### src/rtl/toggle_debounce.sv
// Push-button conditioner: two-flop synchronizer, counting debouncer and a press/repeat FSM
// that turns the debounced level into single-cycle toggle pulses for a T flip-flop.
module toggle_debounce #(
    parameter int unsigned DEBOUNCE_CYCLES = 4,
    parameter int unsigned REPEAT_EN       = 0,
    parameter int unsigned REPEAT_DELAY    = 8,
    parameter int unsigned REPEAT_PERIOD   = 4,
    parameter int unsigned CNT_W           = 8
) (
    input  logic             clk,
    input  logic             reset,
    input  logic             btn_in,
    output logic             t,
    output logic             btn_stable,
    output logic [CNT_W-1:0] press_count
);

    localparam int unsigned DB_W    = $clog2(DEBOUNCE_CYCLES + 1);
    localparam int unsigned RPT_MAX = (REPEAT_DELAY > REPEAT_PERIOD) ? REPEAT_DELAY
                                                                     : REPEAT_PERIOD;
    localparam int unsigned RPT_W   = $clog2(RPT_MAX + 1);

    // Counters compare against N-1 so the accepting edge is the N-th one.
    localparam logic [DB_W-1:0]  DB_LAST     = DB_W'(DEBOUNCE_CYCLES - 1);
    localparam logic [RPT_W-1:0] DELAY_LAST  = RPT_W'(REPEAT_DELAY - 1);
    localparam logic [RPT_W-1:0] PERIOD_LAST = RPT_W'(REPEAT_PERIOD - 1);

    typedef enum logic [1:0] {StIdle, StHeld, StRepeat} state_e;

    logic             sync1_q, sync_q;
    logic [DB_W-1:0]  db_cnt_q, db_cnt_d;
    logic             stable_q, stable_d;
    state_e           state_q, state_d;
    logic [RPT_W-1:0] rpt_cnt_q, rpt_cnt_d;
    logic             t_q, t_d;
    logic [CNT_W-1:0] cnt_q, cnt_d;
    logic             rise, fall;

    always_ff @(posedge clk or negedge reset) begin
        if (!reset) begin
            sync1_q   <= 1'b0;
            sync_q    <= 1'b0;
            db_cnt_q  <= '0;
            stable_q  <= 1'b0;
            state_q   <= StIdle;
            rpt_cnt_q <= '0;
            t_q       <= 1'b0;
            cnt_q     <= '0;
        end else begin
            sync1_q   <= btn_in;
            sync_q    <= sync1_q;
            db_cnt_q  <= db_cnt_d;
            stable_q  <= stable_d;
            state_q   <= state_d;
            rpt_cnt_q <= rpt_cnt_d;
            t_q       <= t_d;
            cnt_q     <= cnt_d;
        end
    end

    // Any edge where the synchronized level agrees with the accepted one restarts the count.
    always_comb begin
        db_cnt_d = '0;
        stable_d = stable_q;
        if (sync_q != stable_q) begin
            if (db_cnt_q == DB_LAST) begin
                stable_d = sync_q;
            end else begin
                db_cnt_d = db_cnt_q + DB_W'(1);
            end
        end
    end

    assign rise = stable_d & ~stable_q;
    assign fall = ~stable_d & stable_q;

    always_comb begin
        state_d = state_q;
        unique case (state_q)
            StIdle: begin
                if (rise) state_d = StHeld;
            end
            StHeld: begin
                if (fall) begin
                    state_d = StIdle;
                end else if (REPEAT_EN != 0 && rpt_cnt_q == DELAY_LAST) begin
                    state_d = StRepeat;
                end
            end
            StRepeat: begin
                if (fall) state_d = StIdle;
            end
            default: state_d = StIdle;
        endcase
    end

    // A release edge wins over a repeat pulse falling due on the same edge.
    always_comb begin
        t_d       = 1'b0;
        rpt_cnt_d = '0;
        cnt_d     = cnt_q;
        unique case (state_q)
            StIdle: begin
                if (rise) begin
                    t_d   = 1'b1;
                    cnt_d = cnt_q + CNT_W'(1);
                end
            end
            StHeld: begin
                if (!fall && REPEAT_EN != 0) begin
                    if (rpt_cnt_q == DELAY_LAST) begin
                        t_d = 1'b1;
                    end else begin
                        rpt_cnt_d = rpt_cnt_q + RPT_W'(1);
                    end
                end
            end
            StRepeat: begin
                if (!fall) begin
                    if (rpt_cnt_q == PERIOD_LAST) begin
                        t_d = 1'b1;
                    end else begin
                        rpt_cnt_d = rpt_cnt_q + RPT_W'(1);
                    end
                end
            end
            default: ;
        endcase
    end

    assign t           = t_q;
    assign btn_stable  = stable_q;
    assign press_count = cnt_q;

endmodule

### config.mk
export PLATFORM = sky130hd
export DESIGN_NAME = toggle_debounce
export DESIGN_NICKNAME = d
export VERILOG_FILES = /design/src/rtl/toggle_debounce.sv
export SDC_FILE = /design/constraint.sdc
export NUM_CORES = 1
export LEC_CHECK = 0
export BUFFER_PORTS_ARGS = -buffer_cell sky130_fd_sc_hd__buf_4
export CAP_MARGIN = 20
export CORE_MARGIN = 3
export CORE_UTILIZATION = 50
export CTS_CLUSTER_SIZE = 14
export DETAILED_ROUTE_END_ITERATION = 6
export GPL_ROUTABILITY_DRIVEN = 1
export GPL_TIMING_DRIVEN = 0
export MAX_ROUTING_LAYER = met4
export PLACE_DENSITY = 0.75
export SETUP_SLACK_MARGIN = 0.4
export SLEW_MARGIN = 20
export SYNTH_ARGS = -nofsm -noshare
export SYNTH_HDL_FRONTEND = slang
export SYNTH_SLANG_ARGS = --single-unit
export TNS_END_PERCENT = 5
### constraint.sdc
create_clock -name clk -period 5.6 [get_ports clk]
set_input_delay 0.28 -clock clk [delete_from_list [all_inputs] [get_ports clk]]
set_output_delay 0.28 -clock clk [all_outputs]
set_load 0.005 [all_outputs]
# Word level (Yosys, flattened, before mapping)
# Cells that the tools add are included.
# Widths: inputs -> output; s select.
op_classes:
  add_sub_neg: 3
  multipliers: 0
  div: 0
  order_cmp: 0
  eq_ne: 7
  shift: 0
  mux: 14
  bitwise: 4
  reduce_logical: 4
op_table:
  columns: ["cell", "n"]
  rows:
  - ["$mux 4", 3]
  - ["$add 8x1->8 const B", 1]
  - ["$mux 3", 2]
  - ["$mux 1", 5]
  - ["$add 4x1->4 const B", 1]
  - ["$eq 4x2->1 const B", 1]
  - ["$mux 2", 2]
  - ["$pmux 2 s2", 1]
  - ["$reduce_and 2->1", 2]
  - ["$add 3x1->3 const B", 1]
  - ["$eq 3x2->1 const B", 1]
  - ["$and 1x1->1", 2]
  - ["$eq 2x1->1 const B", 1]
  - ["$eq 2x2->1 const B", 1]
  - ["$logic_not 2->1", 1]
  - ["$ne 2x1->1 const B", 1]
  - ["$ne 2x2->1 const B", 1]
  - ["$not 1->1", 2]
  - ["$pmux 1 s2", 1]
  - ["$reduce_or 2->1", 1]
  - ["$ne 1x1->1", 1]
totals:
  register_bits: 21
  latch_bits: 0
  mem_bits_rw: 0
  mem_bits_ro: 0
  in_bits: 3
  out_inout_bits: 10
  word_cells: 40
  n_memories: 0

# Longest topological paths before layout
depth:
  ltp_word: 7
  depth_mapped: 4
  mapped_depth_nobuf: 4

# Least setup slack after synthesis
# OpenSTA, ideal clock, no wires.
synth_timing:
  path_type: "reg2reg"
  from: "register db_cnt_q[0]"
  to: "register cnt_q[1], in the netlist press_count[1]"
  setup_ns: 0.125
  arrival_ns: 1.623
  required_time_ns: 5.475
  path_slack_ns: 3.852
  path_stages_with_launch: 5
  path_buffers: 0
  synth_period_minus_slack_ns: 1.748
  cell_sequence: "dfrtp_1 ha_1 or3b_4 or3b_4 mux2_4"
synth_between:
  elab_chain_cells: 5
synth_lines:
  columns: ["element", "line", "text"]
  rows:
  - ["start: declaration", "31", "logic [DB_W-1:0] db_cnt_q, db_cnt_d;"]
  - ["start signal: assignment", "52", "db_cnt_q <= db_cnt_d;"]
  - ["$eq 3x2->1", "66", "if (db_cnt_q == DB_LAST) begin"]
  - ["$mux 1", "66", null]
  - ["$mux 1", "65", "if (sync_q != stable_q) begin"]
  - ["$and 1x1->1", "74", "assign rise = stable_d & ~stable_q;"]
  - ["$reduce_and 2->1 (no source line)", null, null]
  - ["end signal: assignment", "57", "cnt_q <= cnt_d;"]
  - ["end: declaration", "36", "logic [CNT_W-1:0] cnt_q, cnt_d;"]
# Every way passes these cells.
# A chain may end at the register's enable or synchronous reset.

# Final worst setup path
# Same ends and word-level chain as after synthesis.

==> flow_summary.toml <==
[run_status]
status = "finished clean"

[yosys]
synth.avg_cell_area_um2 = 12.9
synth_cell_type_count = 18
synthCells = 52
synthAdderAreaFrac_pct = 3.73
ys_ff_latch = 16
synth_nets = 57
synth_top_family_by_area = "simple AND/OR/NAND/NOR gates"
synth.area.mux_share_pct = 3.92
synth_compound_area_share_pct = 1.49
synthXorXnorAreaFrac_pct = 10.4
yosys.area_share.simple_pct = 19.6
yosysSeqAreaShare_pct = 59.7
yosysWarningCount = 0
netlist_area_um2 = 671

[power]
sw_frac_of_total_pct = 28.1
power.switching_uw = 79.0
intPower_uw = 203
ir_drop_uv = 189
power_frac_clock_pct = 20.2
power.total_uw = 282
p_leak_uw = 0.000419
power_density_nw_per_um2 = 347
pwr-share-comb_pct = 24.6
power_frac_seq_pct = 55.2

[sta]
timing.final.crit_share_pct = 33.4
slew_violations = 0
finalSetupViolations = 0
min_period_ns = 1.87
fin_skew_ns = 0.00346
setup_slack_ns = 3.73
rsz0062_at_grt = "no"
tns_ns = 0
hold_viol = 0
worst_pin_slew_ns = 0.289
fmax_mhz = 534
relSlewSlack_pct = 80.6

[setup_path]
critPathCaptureType = "register"
critPathRequiredTime_ns = 5.77
cp.arrival_ns = 2.04
worst_setup_path_start_kind = "register"
path_class = "register to register"
worst-path-max-fanout = 5

[die]
core_area_um2 = 1190
die_w_um = 42.6
io_pins = 13
design.die.area_um2 = 1820
start_util_pct = 56.5
fp.dieH_um = 42.6
rows = 12

[finish]
area_delta_synth_final_pct = 20.9
layout_common_cells = "16 x dfrtp_1, 12 x buf_4, 6 x xor2_1, 5 x nor3_1, 3 x clkbuf_4"
nFillCells = 93
mostFrequentLayoutCell = "dfrtp_1"
n_antenna_cell = 0
fin_nets = 75
drive_gt1_share_pct = 27.9
utilization_pct = 68.4
postLayoutCellArea_um2 = 811

[global_route]
grt_first_pass_wirelength_um = 2060
grt_util_met1_pct = 19.0
grt_usage_pct = 15.4
met3_usage_pct = 3.00
antenna_found_initial = 0
grt_max_degree = 17
grt.overflow.total = 0
grt-busiest-layer = "met2"
use_met2_pct = 24.9
grt_pass1_vias = 479

[clock_tree]
cts_resized = 0
htreeDepth = 1
cts_sinks = 16
cts_tree = "done"
clockBufferDepth = 2
clock-root-buffer = "clkbuf_4"
cts_buffers = 3
postCtsHoldBufs = 1
postCtsSetupBuffers = 0
clkLatencyLatePin_ns = 0.28
clkTransAtPathRegs_ns = 0.08

[drt]
route.detailed.wl_per_inst_um = 13.3
drc_errors = 0
detail-route-antenna-nets = 0
firstDrtPassIters = 1
wl_um = 1090
vias = 434
via_per_inst = 5.29
initialDrtViolationCount = 0

[placement]
io_buffers = 12
routabilityCongestion = 0.738
dpl.hpwl_um = 845
placed_area_um2 = 778
pre_cts_ws_ns = 3.75

[job]
drv_cap = 0

[worst_hold_path]
hold_path.class = "input pin to register"
-- final cells by class --
class                   count  area, um2  area share [%]
flip-flops and latches     16        400            49.4
multi-input cells          34        263            32.4
repair buffers             13        100            12.3
clock buffers               3       22.5            2.78
well taps                  14       17.5            2.16
inverters                   2       7.51           0.926
-- power by group through the flow --
stage,Clock [uW],Combinational [uW],Sequential [uW]
3_3_place_gp,0,66.3,157
3_5_place_dp,0,70.8,158
6_report,57.0,69.2,155
5_1_grt,65.3,78.4,160
2_1_floorplan,0,39.5,155
4_1_cts,59.0,71.7,156
-- synthesized netlist by cell type --
library cell | n | share of area [%]
or3b_4 | 2 | 3.4
ha_1 | 2 | 3.7
nor3_1 | 5 | 3.7
nand2_1 | 2 | 1.1
xor2_1 | 6 | 7.8
inv_1 | 2 | 1.1
nor2_1 | 2 | 1.1
a21oi_1 | 2 | 1.5
xnor2_1 | 2 | 2.6
nand4bb_1 | 1 | 1.7
nand4_1 | 2 | 1.9
nand3b_1 | 2 | 2.2
nor3b_1 | 2 | 2.2
mux2_2 | 1 | 1.7
nand4b_1 | 1 | 1.3
dfrtp_1 | 16 | 60
mux2_4 | 1 | 2.2
nor2b_1 | 1 | 0.93
-- metrics by stage --
stage / std cells / hold slack [ns]
CTS: 82 / 0.106
global placement: 78 / 0.146
finish: 82 / 0.107
floorplan: 52 / -0.0156
global route: 82 / 0.0944
detailed placement: 78 / 0.148
-- critical path, stage by stage, from the launching register on --
cell,delay (ns)
dfrtp_1,0.36
ha_1,0.25
or3b_4,0.44
or3b_4,0.42
mux2_4,0.31
-- routing by layer --
metal	wire length, um	vias to the layer above
met5	0	-
met4	6	0
met3	61	2
met2	542	11
met1	482	204
li1	-	217
-- final timing paths --
| path | cells past startpoint | slack, ns | startpoint | to |
|---|---|---|---|---|
| min in group asynchronous | 2 | 0.38 | reset | press_count[5] |
| setup / recovery | 4 | 3.73 | db_cnt_q[0] | press_count[1] |
| hold / removal | 1 | 0.11 | btn_in | sync1_q |
| setup reg to reg | 4 | 3.73 | db_cnt_q[0] | press_count[1] |
| max in group asynchronous | 2 | 5.04 | reset | db_cnt_q[2] |
| hold reg to reg | 0 | 0.37 | sync1_q | sync_q |
-- sequential cells by signal (all words and copies together) (netlist names) --
register and flops:
sync_q 1, sync1_q 1, btn_stable 1, state_q 1, t 1, press_count 8
db_cnt_q 3
-- cells by family after synthesis --
logic type	after synthesis
AND/OR/NAND/NOR	20
flip-flops	16
XOR/XNOR	8
AO/OA/AOI/OAI	2
buffers and inverters	2
multiplexers	2
adder cells (fa/ha/maj)	2
Note: power is estimated with default switching activity, not from simulation.
